File: src/rtl/can_encoder.sv
// can_encoder
//   CAN 2.0A/B frame transmitter. A request (identifier, IDE, RTR, DLC, payload)
//   is latched on start and serialised onto tx_bit as SOF, arbitration, control,
//   data, CRC-15, CRC delimiter, ACK slot, ACK delimiter, EOF and intermission.
//   Stuff bits are inserted from SOF through the last CRC bit. Every bit change
//   happens on the falling edge of sample_point, so a receiver sampling on the
//   rising edge sees a stable value.
//
// Parameters
//   CRC_POLY      CRC-15 generator polynomial (x^15 implicit)
//   EOF_BITS      recessive end-of-frame bits
//   IFS_BITS      recessive intermission bits
// Ports
//   clock         system clock, all logic on posedge
//   reset         synchronous active-high reset
//   sample_point  bit-time strobe; a bit advances on its falling edge
//   start         frame request, accepted only while busy==0
//   in_id_a       11-bit base identifier
//   in_ide        1 = extended frame
//   in_rtr        1 = remote frame (no data field)
//   in_id_b       18-bit extended identifier (unused for standard frames)
//   in_dlc        data length code (9..15 send 8 bytes)
//   in_data       payload, byte 0 in [63:56], sent MSB first
//   tx_bit        bus bit, 0 = dominant
//   busy          high from acceptance until the last intermission bit ends
//   done          one-clock pulse when the last intermission bit ends
//   stuff_active  current tx_bit is a stuff bit
module can_encoder #(
  parameter logic [14:0] CRC_POLY = 15'h4599,
  parameter int unsigned EOF_BITS = 7,
  parameter int unsigned IFS_BITS = 3
) (
  input  logic        clock,
  input  logic        reset,
  input  logic        sample_point,
  input  logic        start,
  input  logic [10:0] in_id_a,
  input  logic        in_ide,
  input  logic        in_rtr,
  input  logic [17:0] in_id_b,
  input  logic [3:0]  in_dlc,
  input  logic [63:0] in_data,
  output logic        tx_bit,
  output logic        busy,
  output logic        done,
  output logic        stuff_active
);

  // Order matters: stuffing covers S_SOF..S_CRC, CRC accumulation S_SOF..S_DATA.
  typedef enum logic [4:0] {
    S_IDLE, S_SOF, S_ID_A, S_RTR_SRR, S_IDE, S_ID_B, S_RTR_EXT, S_R1, S_R0,
    S_DLC, S_DATA, S_CRC, S_CRC_DEL, S_ACK_SLOT, S_ACK_DEL, S_EOF, S_IFS
  } state_t;

  // r_state/r_cnt name the field and bit index currently on tx_bit
  state_t      r_state, w_state_nxt, w_adv_state;
  logic [6:0]  r_cnt, w_cnt_nxt, w_adv_cnt;
  logic        r_sp_q;
  logic        w_tick;

  logic [10:0] r_id_a;
  logic        r_ide;
  logic        r_rtr;
  logic [17:0] r_id_b;
  logic [3:0]  r_dlc;
  logic [63:0] r_data;

  logic [14:0] r_crc, w_crc_nxt;
  logic        r_last, w_last_nxt;
  logic [2:0]  r_run, w_run_nxt;
  logic        r_tx, w_tx_nxt;
  logic        r_busy, w_busy_nxt;
  logic        r_done, w_done_nxt;
  logic        r_stuff, w_stuff_nxt;

  logic [6:0]  w_data_len;
  logic        w_adv_bit;
  logic        w_in_stuff_zone;
  logic [3:0]  w_ida_idx;
  logic [4:0]  w_idb_idx;
  logic [1:0]  w_dlc_idx;
  logic [5:0]  w_dat_idx;
  logic [3:0]  w_crc_idx;

  assign w_tick          = r_sp_q & ~sample_point;
  assign w_data_len      = r_rtr    ? 7'd0 :
                           r_dlc[3] ? 7'd64 : {1'b0, r_dlc[2:0], 3'b000};
  assign w_in_stuff_zone = (r_state >= S_SOF) && (r_state <= S_CRC);

  assign w_ida_idx = 4'd10 - w_adv_cnt[3:0];
  assign w_idb_idx = 5'd17 - w_adv_cnt[4:0];
  assign w_dlc_idx = 2'd3  - w_adv_cnt[1:0];
  assign w_dat_idx = 6'd63 - w_adv_cnt[5:0];
  assign w_crc_idx = 4'd14 - w_adv_cnt[3:0];

  // Successor of the current (field, index) in the frame sequence
  always_comb begin
    w_adv_state = r_state;
    w_adv_cnt   = '0;
    case (r_state)
      S_IDLE:    w_adv_state = S_SOF;
      S_SOF:     w_adv_state = S_ID_A;
      S_ID_A:    if (r_cnt == 7'd10) w_adv_state = S_RTR_SRR;
                 else                w_adv_cnt   = r_cnt + 7'd1;
      S_RTR_SRR: w_adv_state = S_IDE;
      S_IDE:     w_adv_state = r_ide ? S_ID_B : S_R0;
      S_ID_B:    if (r_cnt == 7'd17) w_adv_state = S_RTR_EXT;
                 else                w_adv_cnt   = r_cnt + 7'd1;
      S_RTR_EXT: w_adv_state = S_R1;
      S_R1:      w_adv_state = S_R0;
      S_R0:      w_adv_state = S_DLC;
      S_DLC:     if (r_cnt == 7'd3) w_adv_state = (w_data_len == 7'd0) ? S_CRC : S_DATA;
                 else               w_adv_cnt   = r_cnt + 7'd1;
      S_DATA:    if (r_cnt == w_data_len - 7'd1) w_adv_state = S_CRC;
                 else                            w_adv_cnt   = r_cnt + 7'd1;
      S_CRC:     if (r_cnt == 7'd14) w_adv_state = S_CRC_DEL;
                 else                w_adv_cnt   = r_cnt + 7'd1;
      S_CRC_DEL: w_adv_state = S_ACK_SLOT;
      S_ACK_SLOT: w_adv_state = S_ACK_DEL;
      S_ACK_DEL: w_adv_state = S_EOF;
      S_EOF:     if (r_cnt == 7'(EOF_BITS - 1)) w_adv_state = S_IFS;
                 else                           w_adv_cnt   = r_cnt + 7'd1;
      S_IFS:     if (r_cnt == 7'(IFS_BITS - 1)) w_adv_state = S_IDLE;
                 else                           w_adv_cnt   = r_cnt + 7'd1;
      default:   w_adv_state = S_IDLE;
    endcase
  end

  // Value of the successor bit; SRR is recessive in extended frames
  always_comb begin
    w_adv_bit = 1'b1;
    case (w_adv_state)
      S_SOF:     w_adv_bit = 1'b0;
      S_ID_A:    w_adv_bit = r_id_a[w_ida_idx];
      S_RTR_SRR: w_adv_bit = r_ide | r_rtr;
      S_IDE:     w_adv_bit = r_ide;
      S_ID_B:    w_adv_bit = r_id_b[w_idb_idx];
      S_RTR_EXT: w_adv_bit = r_rtr;
      S_R1:      w_adv_bit = 1'b0;
      S_R0:      w_adv_bit = 1'b0;
      S_DLC:     w_adv_bit = r_dlc[w_dlc_idx];
      S_DATA:    w_adv_bit = r_data[w_dat_idx];
      S_CRC:     w_adv_bit = r_crc[w_crc_idx];
      default:   w_adv_bit = 1'b1;
    endcase
  end

  always_comb begin
    w_state_nxt = r_state;
    w_cnt_nxt   = r_cnt;
    w_crc_nxt   = r_crc;
    w_last_nxt  = r_last;
    w_run_nxt   = r_run;
    w_tx_nxt    = r_tx;
    w_busy_nxt  = r_busy;
    w_done_nxt  = 1'b0;
    w_stuff_nxt = r_stuff;
    if (!r_busy) begin
      if (start) w_busy_nxt = 1'b1;
    end else if (w_tick) begin
      if (w_in_stuff_zone && (r_run == 3'd5)) begin
        // Field position holds; the stuff bit starts a new run of one
        w_tx_nxt    = ~r_last;
        w_last_nxt  = ~r_last;
        w_run_nxt   = 3'd1;
        w_stuff_nxt = 1'b1;
      end else begin
        w_stuff_nxt = 1'b0;
        w_state_nxt = w_adv_state;
        w_cnt_nxt   = w_adv_cnt;
        w_tx_nxt    = w_adv_bit;
        if (w_adv_state == S_IDLE) begin
          w_busy_nxt = 1'b0;
          w_done_nxt = 1'b1;
        end
        if (w_adv_state == S_SOF) begin
          // SOF is dominant, so clearing then shifting it in leaves zero
          w_crc_nxt  = '0;
          w_run_nxt  = 3'd1;
          w_last_nxt = 1'b0;
        end else if ((w_adv_state > S_SOF) && (w_adv_state <= S_CRC)) begin
          w_run_nxt  = (w_adv_bit == r_last) ? r_run + 3'd1 : 3'd1;
          w_last_nxt = w_adv_bit;
        end
        if ((w_adv_state > S_SOF) && (w_adv_state <= S_DATA)) begin
          w_crc_nxt = {r_crc[13:0], 1'b0} ^
                      ((w_adv_bit ^ r_crc[14]) ? CRC_POLY : 15'h0);
        end
      end
    end
  end

  always_ff @(posedge clock) begin
    if (reset) begin
      r_state <= S_IDLE;
      r_cnt   <= '0;
      r_sp_q  <= 1'b0;
      r_crc   <= '0;
      r_last  <= 1'b0;
      r_run   <= '0;
      r_tx    <= 1'b1;
      r_busy  <= 1'b0;
      r_done  <= 1'b0;
      r_stuff <= 1'b0;
      r_id_a  <= '0;
      r_ide   <= 1'b0;
      r_rtr   <= 1'b0;
      r_id_b  <= '0;
      r_dlc   <= '0;
      r_data  <= '0;
    end else begin
      r_sp_q  <= sample_point;
      r_state <= w_state_nxt;
      r_cnt   <= w_cnt_nxt;
      r_crc   <= w_crc_nxt;
      r_last  <= w_last_nxt;
      r_run   <= w_run_nxt;
      r_tx    <= w_tx_nxt;
      r_busy  <= w_busy_nxt;
      r_done  <= w_done_nxt;
      r_stuff <= w_stuff_nxt;
      if (!r_busy && start) begin
        r_id_a <= in_id_a;
        r_ide  <= in_ide;
        r_rtr  <= in_rtr;
        r_id_b <= in_id_b;
        r_dlc  <= in_dlc;
        r_data <= in_data;
      end
    end
  end

  assign tx_bit       = r_tx;
  assign busy         = r_busy;
  assign done         = r_done;
  assign stuff_active = r_stuff;

endmodule
File: config.mk
export PLATFORM = sky130hd
export DESIGN_NAME = can_encoder
export DESIGN_NICKNAME = d
export VERILOG_FILES = /design/src/rtl/can_encoder.sv
export SDC_FILE = /design/constraint.sdc
export NUM_CORES = 1
export LEC_CHECK = 0
export CAP_MARGIN = 20
export CORE_MARGIN = 2
export CORE_UTILIZATION = 50
export CTS_CLUSTER_DIAMETER = 150
export DETAILED_ROUTE_END_ITERATION = 7
export PLACE_DENSITY = 0.74
export RECOVER_POWER = 25
export SLEW_MARGIN = 10
export SYNTH_ARGS = -nofsm -noshare
export SYNTH_HDL_FRONTEND = slang
export SYNTH_SLANG_ARGS = --single-unit
File: constraint.sdc
create_clock -name clock -period 8.55 [get_ports clock]
set_input_delay 0.855 -clock clock [delete_from_list [all_inputs] [get_ports clock]]
set_output_delay 0.855 -clock clock [all_outputs]
set_load 0.02 [all_outputs]
* Yosys cells after proc, flatten, opt, wreduce, memory -nomap -nowiden
Cells that the tools add are included.
** Word-level totals
- Register bits :: 135
- Input bits :: 103
- Output and inout bits :: 4
- Word-level logic and storage cells :: 145
** Operators by class
- Add/sub/neg operators :: 8
- Order comparisons :: 10
- Eq/ne operators :: 36
- Mux-type cells :: 49
- Bitwise operators :: 9
- Reduce and logical (&&, ||, !) cells :: 17
** Operators by type and width (count)
- 5-bit case mux with 17 select lines :: 1
- 7-bit 2-to-1 mux :: 9
- 5-bit by 4-bit equality test with 1-bit output (second input constant) :: 12
- 7-bit case mux with 7 select lines :: 1
- 15-bit 2-to-1 mux :: 3
- 5-bit by 3-bit equality test with 1-bit output (second input constant) :: 8
- 5-bit 2-to-1 mux :: 7
- 5-bit by 2-bit equality test with 1-bit output (second input constant) :: 4
- 1-bit 2-to-1 mux :: 17
- 5-bit by 4-bit <= comparator with 1-bit output (second input constant) :: 3
- 15-bit bitwise XOR :: 1
- 7-bit by 2-bit equality test with 1-bit output (second input constant) :: 2
- 7-bit by 4-bit equality test with 1-bit output (second input constant) :: 2
- 3-bit 2-to-1 mux :: 4
- 5-bit by 1-bit equality test with 1-bit output (second input constant) :: 2
- 5-bit zero test :: 2
- 4-bit by 5-bit < comparator with 1-bit output (second input constant) :: 2
- 1-bit case mux with 9 select lines :: 1
- 1-bit binary-select mux with 4-bit select :: 2
- 4-bit subtractor (first input constant) :: 2
- 7-bit by 1-bit adder with 7-bit output (second input constant) :: 1
- 7-bit by 3-bit equality test with 1-bit output (second input constant) :: 1
- 7-bit by 5-bit equality test with 1-bit output (second input constant) :: 1
- 7-bit equality test :: 1
- other kinds (31) :: 40

* Depth between registers and ports, before layout
- Depth in word-level cells :: 15
- Depth in mapped cells :: 25
- Depth with buffers taken out :: 20

* Worst setup path after synthesis
Ideal clock, no wire load.
- Path type :: register to register
- From :: register r_cnt[0]
- To :: register r_crc[10]
- Setup time :: 0.117 ns
- Arrival time :: 5.103 ns
- Required time :: 8.433 ns
- Path slack :: 3.330 ns
- Stages on the path, launching flop included :: 23
- Path buffers :: 5
- Period minus slack after synthesis :: 5.220 ns
- Cell sequence :: dfxtp_1 clkbuf_1 clkinv_1 clkbuf_1 ha_1 or4b_4 buf_6 o2111ai_4 o311ai_4 a211o_4 nand2_1 clkinv_1 ha_1 buf_4 clkinv_1 mux4_2 o2111ai_2 o2111ai_2 a311oi_4 and2_1 buf_6 xnor3_1 a22o_1
** On the way
- Longest elaborated chain between the ends :: 11
- Elaborated cells on any way between the ends :: 61
- Classes of those cells :: add/sub (6); order compare (2); eq/ne (18); mux (29); bitwise (2); reduce/logical (4)
** RTL lines
- from (decl) :: RTL line 57 : logic [6:0] r_cnt, w_cnt_nxt, w_adv_cnt;
- from (signal assigned) :: RTL line 214 : r_cnt <= w_cnt_nxt;
- 7-bit by 1-bit adder with 7-bit output (tied with other cells)
- 7-bit 2-to-1 mux (tied with other cells) :: RTL line 123 : S_IFS: if (r_cnt == 7'(IFS_BITS - 1)) w_adv_state = S_IDLE;
- 7-bit case mux with 7 select lines * :: RTL line 100 : case (r_state)
- net w_adv_cnt[1] :: RTL line 57
- 6-bit subtractor (tied with other cells) :: RTL line 93 : assign w_dat_idx = 6'd63 - w_adv_cnt[5:0];
- 1-bit binary-select mux with 6-bit select (tied with other cells) :: RTL line 142 : S_DATA: w_adv_bit = r_data[w_dat_idx];
- 1-bit 2-to-1 mux (on tied branches)
- 1-bit case mux with 9 select lines * :: RTL line 132 : case (w_adv_state)
- 1-bit bitwise XOR * :: RTL line 187 : ((w_adv_bit ^ r_crc[14]) ? CRC_POLY : 15'h0);
- 15-bit 2-to-1 mux * :: RTL line 187
- 15-bit bitwise XOR * :: RTL line 186 : w_crc_nxt = {r_crc[13:0], 1'b0} ^
- 15-bit 2-to-1 mux * :: RTL line 185 : if ((w_adv_state > S_SOF) && (w_adv_state <= S_DATA)) begin
- to (signal assigned) :: RTL line 215 : r_crc <= w_crc_nxt;
- to (decl) :: RTL line 68 : logic [14:0] r_crc, w_crc_nxt;
The timed path passes the listed nets; every way through them passes the cells marked *. The select of a mux whose other input is x is not followed.
A chain may end at the register's enable or synchronous reset.

* Final worst setup path
- From :: register r_rtr
- To :: register r_crc[10]
** On the way
- Longest elaborated chain between the ends :: 13
- Elaborated cells on any way between the ends :: 48
- Classes of those cells :: add/sub (6); order compare (2); eq/ne (12); mux (20); bitwise (3); reduce/logical (5)
** RTL lines
- from (decl) :: RTL line 63 : logic r_rtr;
- from (signal assigned) :: RTL line 225 : r_rtr <= in_rtr;
- 7-bit 2-to-1 mux * :: RTL line 86 : assign w_data_len = r_rtr ? 7'd0 :
- 7-bit by 1-bit subtractor with 7-bit output * :: RTL line 114 : S_DATA: if (r_cnt == w_data_len - 7'd1) w_adv_state = S_CRC;
- 7-bit equality test * :: RTL line 114
- 7-bit 2-to-1 mux * :: RTL line 114
- 7-bit case mux with 7 select lines * :: RTL line 100
- net w_adv_cnt[1] :: RTL line 57
- 6-bit subtractor (tied with other cells) :: RTL line 93
- 1-bit binary-select mux with 6-bit select (tied with other cells) :: RTL line 142
- 1-bit 2-to-1 mux (on tied branches)
- 1-bit case mux with 9 select lines * :: RTL line 132
- 1-bit bitwise XOR * :: RTL line 187
- 15-bit 2-to-1 mux * :: RTL line 187
- 15-bit bitwise XOR * :: RTL line 186
- 15-bit 2-to-1 mux * :: RTL line 185
Marked as above.

==> results.cfg <==
[outcome]
run_status = complete, but fails checks
failed_checks = max-capacitance violations, max-slew violations

[finish]
layout_common_cells = nand2_1, a21oi_1, dfxtp_1
area_delta_synth_final_pct = 23.1
nFillCells = 1318
final_common_cell = nand2_1
num-nets-final = 1128
final_cell_area_um2 = 9050
n_antenna_cell = 0
drive_gt1_share_pct = 6.91
post-route-util_pct = 62.5

[timing]
min_period_over_period_pct = 72.5
max_slew_margin_pct = -101
tns_ns = 0
finClkSkew_ns = 0.00755
hold_violations = 0
fmax_mhz = 161
tightest_slew_ns = 3.02
setup_viol = 0
slew_violations = 134
setup_ws_ns = 2.35
rsz0062_at_grt = false
min_period_ns = 6.20

[clock_network]
clockBufferDepth = 2
cts_tree = done
ctsHoldBuffers = 0
cts_resized = 0
root_buffer = clkbuf_16
postCtsSetupBuffers = 0
clock-sinks = 135
cts_made_buffers = 17
insertion_delay_ns = 0.42
htree_levels = 4
path_clk_slew_ns = 0.06

[synth]
ys_types = 84
yosysSeqAreaShare_pct = 36.7
syn_inst = 952
avgSynthCellArea_um2 = 7.73
ys_warn_count = 0
syn_nets = 1066
async_flop_share_pct = 0
syn-cell-area_um2 = 7360
ys.flop_type = dfxtp_1
synth-edff-count = 0
ys_ff_latch = 135

[drt]
wire_per_inst_um = 17.1
drt_iter0_markers = 664
wl_um = 20700
viasPerCell = 5.82
drcViolationCount = 0
antenna_left = 0
dr_total_vias = 7052
drt_pass1_iterations = 5

[placed_design]
pre_cts_slack_ns = 2.46
dp_hpwl_um = 13900
port_buffers = 106
place_congestion = 0.891
placed_cell_area_um2 = 8400

[global_routing]
antenna_found_initial = 0
grt_pass1_wl_um = 33400
grt_start_max_net_pins = 100
groute.usage.overall_pct = 26.2
overflow = 0
grt_pass1_vias = 6584

[floorplan]
core_um2 = 14500
rows = 44
dieArea_um2 = 15700
start_util_pct = 50.8
fp.dieH_um = 125
chipWidth_um = 125
io_pins = 107

[setup_path]
worst-path-max-fanout = 21
critPathKind = reg -> reg
cp.arrival_ns = 6.51
crit_required_ns = 8.86
cp-end-kind = register
cp-start-kind = register

[pwr]
leakage_uw = 0.00325
power.total_uw = 1620
p_per_area_nw_per_um2 = 179
ir_worst_vdd_uv = 134

[worst_hold_path]
hp-class = reg -> reg

[run]
drv_cap = 2
## sequential cells by signal (all words and copies together), names as in the netlist
| name | count |
|---|---|
| r_ide | 1 |
| r_id_b | 18 |
| r_id_a | 11 |
| r_data | 64 |
| r_rtr | 1 |
| stuff_active | 1 |
| done | 1 |
| r_state | 5 |
| r_dlc | 4 |
| r_crc | 15 |
| r_last | 1 |
| r_cnt | 7 |
| tx_bit | 1 |
| r_run | 3 |
| busy | 1 |
| r_sp_q | 1 |
## area by class of cell
type	count	area [um^2]	share of cell area (%)
repair buffers	116	1150	12.7
flip-flops and latches	135	2700	29.9
multi-input cells	725	4280	47.3
well taps	184	230	2.54
inverters	19	73.8	0.815
clock inverters	13	168	1.85
clock buffers	19	453	5.00
## worst max-delay path, cell delays in order, from the launching register on
cell	delay, ns
dfxtp_1	0.38
nor3b_1	0.32
inv_1	0.08
ha_1	0.30
o211ai_1	0.08
a221oi_1	0.24
nand4_1	0.30
a211o_4	0.57
nand2_1	0.42
clkinv_1	0.44
ha_1	0.59
clkinv_1	0.34
mux4_2	0.40
o2111ai_2	0.20
o2111ai_2	0.17
a311oi_4	0.43
and2_1	0.38
xnor3_1	0.27
a22o_1	0.18
## power breakdown
group | internal [uW] | switching, uW
logic | 85.9 | 88.1
clock network | 477 | 288
registers | 658 | 19.0
## logic make-up (layout without fill, tap and decap cells)
group           Yosys count  in the layout  synth area share [%]
compound gates          281            281                  25.3
xor+xnor                 19             19                  3.30
fa+ha+maj                11             11                  1.87
buf+inv                  92            167                  5.39
flops                   135            135                  36.7
mux                      22             22                  3.66
simple gates            392            392                  23.7
## path summary, 6_finish.rpt
path | slack [ns] | start | to | cells past startpoint
setup reg to reg | 2.35 | r_rtr | r_crc[10] | 18
setup / recovery | 2.35 | r_rtr | r_crc[10] | 18
hold / removal | 0.45 | r_data[4] | r_data[4] | 2
hold reg to reg | 0.45 | r_data[4] | r_data[4] | 2
## metal layers
metal  share of wire (%)  global-route usage [%]
met1                  45                    35.5
met4                 1.6                    7.84
met3                 5.4                    5.65
met5                   0                       0
met2                  48                    42.0
## Yosys cell counts (7+ instances only)
cell type | count | area [um^2]
a211oi_1 | 12 | 90.1
a21oi_1 | 139 | 696
a22o_1 | 7 | 61.3
a22oi_1 | 11 | 82.6
and3_1 | 8 | 50.1
clkbuf_1 | 57 | 214
dfxtp_1 | 135 | 2700
ha_1 | 11 | 138
inv_1 | 14 | 52.6
mux2_2 | 7 | 78.8
mux2i_1 | 10 | 100
nand2_1 | 246 | 923
nand2b_1 | 9 | 56.3
nand3_1 | 20 | 100
nor2_1 | 48 | 180
nor2b_1 | 15 | 93.8
nor4_1 | 7 | 43.8
o211ai_1 | 10 | 75.1
o21ai_0 | 25 | 125
xnor2_1 | 7 | 61.3
## through the flow
stage	cells	hold slack, ns
2_1_floorplan	952	0.432
3_5_place_dp	1177	0.444
4_1_cts	1209	0.454
6_report	1211	0.453
3_3_place_gp	1177	0.441
5_1_grt	1211	0.469
(Power assumes the default switching activity.)
==> variant 1: new RTL, same settings <==
Add an input register stage for `in_id_b`; this delays it by one clock. The other inputs are not delayed to match.
--- a/src/rtl/can_encoder.sv
+++ b/src/rtl/can_encoder.sv
@@ -52,6 +52,12 @@
     S_DLC, S_DATA, S_CRC, S_CRC_DEL, S_ACK_SLOT, S_ACK_DEL, S_EOF, S_IFS
   } state_t;
 
+  logic [17:0] in_id_b_q;
+
+  always_ff @(posedge clock) begin
+    in_id_b_q <= in_id_b;
+  end
+
   // r_state/r_cnt name the field and bit index currently on tx_bit
   state_t      r_state, w_state_nxt, w_adv_state;
   logic [6:0]  r_cnt, w_cnt_nxt, w_adv_cnt;
@@ -223,7 +229,7 @@
         r_id_a <= in_id_a;
         r_ide  <= in_ide;
         r_rtr  <= in_rtr;
-        r_id_b <= in_id_b;
+        r_id_b <= in_id_b_q;
         r_dlc  <= in_dlc;
         r_data <= in_data;
       end
Check against the original RTL: same outputs for any inputs over 10 cycles, from zero or initial values and one cycle with reset high; that may be too few to reach the edited logic, so the function may still have changed.
==> variant 1 against the original RTL <==
- the run still ends with capacitance limit, slew limit left
- synthesized area grew 6.7%
- power grew 5.7%
- worst setup slack gained 200 ps
- via count grew 6.3%
- sequential cell count grew 18
- wire length grew 6.6%
- first-iteration DRC count grew 33%
- final area grew 5.1%
- highest routed layer unchanged
- clock power is essentially flat
- largest power group is now registers
- non-clock buffer count shrank 5
==> variant 1: results (changes against the original RTL) <==
[pwr]
ir_drop_mv = 0.158  ; was 0.134 mV
fin_total_pwr_mw = 1.71  ; was 1.62 mW
pwr-share-seq_pct = 45.1  ; was 41.9%
power.switching_uw = 435  ; was 395 µW

[global_routing]
grt_use_total_pct = 27.2  ; was 26.2%
grt_pass1_vias = 6861  ; was 6584
grt_first_pass_wirelength_mm = 36.0  ; was 33.4 mm

[worst_setup_path]
cp_num_cells = 15  ; was 18
worst_path_largest_cell_delay_ps = 880  ; was 590 ps
worst-r2r-cell-count = 15  ; was 18

[yosys]
synth_cell_types = 91  ; was 84
synth.yosys.seq_area_share_pct = 39.0  ; was 36.7%
netlist_top_cells_area = dfxtp_1 39%, nand2_1 12%, a21oi_1 8.2%, nor2_1 2.6%, clkbuf_1 2.4%  ; was dfxtp_1 37%, nand2_1 13%, a21oi_1 9.5%, clkbuf_1 2.9%, nor2_1 2.4%
synth-compound-area-share_pct = 22.1  ; was 25.3%
synth_fa_ha_area_share_pct = 1.75  ; was 1.87%
synth.net_count = 1109  ; was 1066
synth-xor-area-share_pct = 3.20  ; was 3.30%

[routing]
via_count = 7498  ; was 7052
wire_per_inst_um = 17.2  ; was 17.1 µm
drt_iter0_markers = 881  ; was 664
dr.pass1.iters = 6  ; was 5

[run_status]
status = finished with violations  ; unchanged
violations = capacitance limit, slew limit  ; unchanged

[worst_hold_path]
min_to = r_id_b[4]$_SDFFE_PP0P_  ; was r_data[4]$_SDFFE_PP0P_
hp-start = in_id_b_q[4]$_DFF_P_  ; was r_data[4]$_SDFFE_PP0P_

[timing]
final.setup_skew_ps = 9.12  ; was 7.55 ps
worst_slack_ps = 2550  ; was 2350 ps
drv_slew = 133  ; was 134
hold_slack_ps = 435  ; was 453 ps
tightest_slew_ps = 2870  ; was 3020 ps

[run]
maxCapViolCount = 2  ; unchanged

[place]
placed_cells = 1247  ; was 1177
place_congestion = 1.04  ; was 0.891

[layout]
drive_gt1_share_pct = 7.40  ; was 6.91%
largestRegisters = r_data: 64 flops, in_id_b_q: 18 flops, r_id_b: 18 flops  ; was r_data: 64 flops, r_id_b: 18 flops, r_crc: 15 flops

## variant 1: logic make-up after synthesis
logic type / count (synthesis)
and+or+nand+nor: 438
AOI/OAI and AO/OA: 264
DFF: 153
buffers and inverters: 84
muxes: 25
xor gates and xnor gates: 20
adders and majority gates: 11
## variant 1: per-layer routing
| layer | GRT usage (%) | part of all wire (%) | up-vias |
|---|---|---|---|
| met5 | 0 | 0 | - |
| met3 | 6.52 | 7.0 | 50 |
| met2 | 41.2 | 44 | 312 |
| met4 | 8.18 | 2.6 | 0 |
| li1 | - | - | 3644 |
| met1 | 38.7 | 46 | 3492 |
## variant 1: area by class of cell
| type | count | area [µm²] | area share (%) |
|---|---|---|---|
| sequential | 153 | 3060 | 32.2 |
| inverter | 14 | 52.6 | 0.553 |
| tap | 211 | 264 | 2.78 |
| clock buffer | 18 | 439 | 4.62 |
| clock inverter | 14 | 158 | 1.66 |
| timing repair buffer | 111 | 1090 | 11.4 |
| multi-input combinational | 758 | 4450 | 46.7 |
==> variant 2: new RTL, same settings <==
Made on the original files. `EOF_BITS`: 7 -> 3.
--- a/src/rtl/can_encoder.sv
+++ b/src/rtl/can_encoder.sv
@@ -27,7 +27,7 @@
 //   stuff_active  current tx_bit is a stuff bit
 module can_encoder #(
   parameter logic [14:0] CRC_POLY = 15'h4599,
-  parameter int unsigned EOF_BITS = 7,
+  parameter int unsigned EOF_BITS = 3,
   parameter int unsigned IFS_BITS = 3
 ) (
   input  logic        clock,
Function: same outputs for any inputs over 10 cycles, from zero or initial values and one cycle with reset high; that may be too few to reach the edited logic, so the function may still have changed.
==> variant 2 against the original RTL <==
- the flow still finishes with violations (capacitance limit, slew limit)
- die area is 3.7% lower
- wire length shrank 8.9%
- sequential power hardly changed
- first-iteration DRC count shrank 5.3%
- worst setup slack improved by 150 ps
- cell count fell by 4.0%
- sequential share of layout area increased by 1.3 points
- sequential cell count unchanged
- power fell by 5.0%
- synthesized area down 3.8%
- non-clock buffer count down 5
- final area shrank 4.0%
==> variant 2: results (changes against the original RTL) <==
[timing]
tightest_slew_ps = 3070  ; was 3020 ps
final.setup_skew_ps = 7.02  ; was 7.55 ps
drv_slew = 134  ; unchanged

[global_routing]
antenna_found_initial = 0  ; unchanged
grt_use_total_pct = 26.2  ; about the same
grt_first_pass_wirelength_mm = 31.2  ; was 33.4 mm
grt_max_degree = 100  ; unchanged
grt_pass1_vias = 6295  ; was 6584

[yosys]
synth_cell_types = 70  ; was 84
ys_async_sr_fraction_pct = 0  ; unchanged
synth.net_count = 1021  ; was 1066
netlist_top_cells_area = dfxtp_1 38%, nand2_1 13%, a21oi_1 8.9%, mux2i_1 4.5%, clkbuf_1 2.7%  ; was dfxtp_1 37%, nand2_1 13%, a21oi_1 9.5%, clkbuf_1 2.9%, nor2_1 2.4%
synth.yosys.seq_area_share_pct = 38.2  ; was 36.7%
synth_commonest_cells = 248 x nand2_1, 135 x dfxtp_1, 126 x a21oi_1  ; was 246 x nand2_1, 139 x a21oi_1, 135 x dfxtp_1

[worst_setup_path]
path_max_fanout = 21  ; unchanged
cp.arrival_ps = 6240  ; was 6510 ps

[place]
portBuffers = 106  ; unchanged
hpwlAfterDp_mm = 13.0  ; was 13.9 mm
dp_worst_setup_slack_ps = 2650  ; was 2460 ps
dpl_cell_area_um2 = 8150  ; was 8400 µm²
place_congestion = 0.916  ; was 0.891

[pwr]
ir_drop_mv = 0.197  ; was 0.134 mV
p_leak_nw = 3.17  ; was 3.25 nW

[run_status]
violations = capacitance limit, slew limit  ; unchanged
status = finished with violations  ; unchanged

[routing]
drt_iter0_markers = 629  ; was 664
dr.pass1.iters = 5  ; unchanged
routed_wirelength_mm = 18.8  ; was 20.7 mm
via_per_inst = 5.78  ; was 5.82

[clocking]
cts.reportedPaths.clkPinSlew_ps = 60  ; about the same
cts_root_buffer = clkbuf_16  ; unchanged
clk_latency_ps = 420  ; about the same

[layout]
num_antenna_cells = 0  ; unchanged
drive_gt1_share_pct = 6.62  ; was 6.91%
largestRegisters = r_data: 64 flops, r_id_b: 18 flops, r_crc: 15 flops  ; unchanged
fin_nets = 1083  ; was 1128

[run]
maxCapViolCount = 2  ; unchanged

[floorplan]
core-area_um2 = 13800  ; was 14500 µm²

[worst_hold_path]
hold_class = flip-flop to flip-flop  ; unchanged

variant 2: worst paths after layout:
kind	startpoint	endpoint	slack (ps)	depth (start not counted)
max reg2reg	r_cnt[0]$_SDFFE_PP0P_	r_crc[0]$_SDFFE_PP0P_	2500	19
max	r_cnt[0]$_SDFFE_PP0P_	r_crc[0]$_SDFFE_PP0P_	2500	19
min reg2reg	r_data[20]$_SDFFE_PP0P_	r_data[20]$_SDFFE_PP0P_	450	2
min	r_data[20]$_SDFFE_PP0P_	r_data[20]$_SDFFE_PP0P_	450	2
variant 2: cells by family (layout without fill, tap and decap cells):
family	count (synthesis)	after routing	share of synthesized area (%)
compound gates	230	230	21.2
xor+xnor	20	20	2.58
fa+ha+maj	11	11	1.95
buf+inv	82	157	4.48
flops	135	135	38.2
mux	44	44	7.71
simple gates	385	385	23.9
variant 2: final cells by class:
cell class | instances | area, µm²
inverters | 14 | 52.6
well taps | 180 | 225
repair buffers | 111 | 1090
clock inverters | 12 | 93.8
multi-input cells | 690 | 4070
fillers | 1231 | 5140
clock buffers | 20 | 457
flip-flops and latches | 135 | 2700
variant 2: critical path, stage by stage, from the launching register on:
cell and delay, ps:
dfxtp_1 310, inv_1 220, ha_1 190, nor4b_2 550, and3_1 260, o31a_1 160, and3_1 270, a21o_1 780
inv_2 310, ha_1 520, mux4_2 330, nor2_1 100, a211oi_1 60, a211o_1 310, mux2i_1 130, a211oi_1 90
a2111oi_4 570, xnor2_1 370, a22oi_1 230, nor2_1 50
variant 2: power by group:
| part | internal (mW) | switching, mW | total [mW] |
|---|---|---|---|
| registers | 0.658 | 0.0209 | 0.679 |
| logic | 0.0901 | 0.0929 | 0.183 |
| clock network | 0.389 | 0.284 | 0.673 |
| total | 1.14 | 0.398 | 1.53 |
variant 2: metrics by stage:
step	power (mW)	std cells
after CTS	1.54	1162
after global routing	1.59	1162
after global placement	0.871	1130
final	1.53	1162
after floorplan	0.794	907
after detailed placement	0.873	1130
variant 2: per-layer routing:
metal  vias up  part of all wire [%]  GRT usage [%]
met1      3138                    46           35.9
met5         -                     0              0
met3        27                   6.7           6.41
met2       245                    45           40.8
li1       3309                     -              -
met4         0                   1.7           8.26
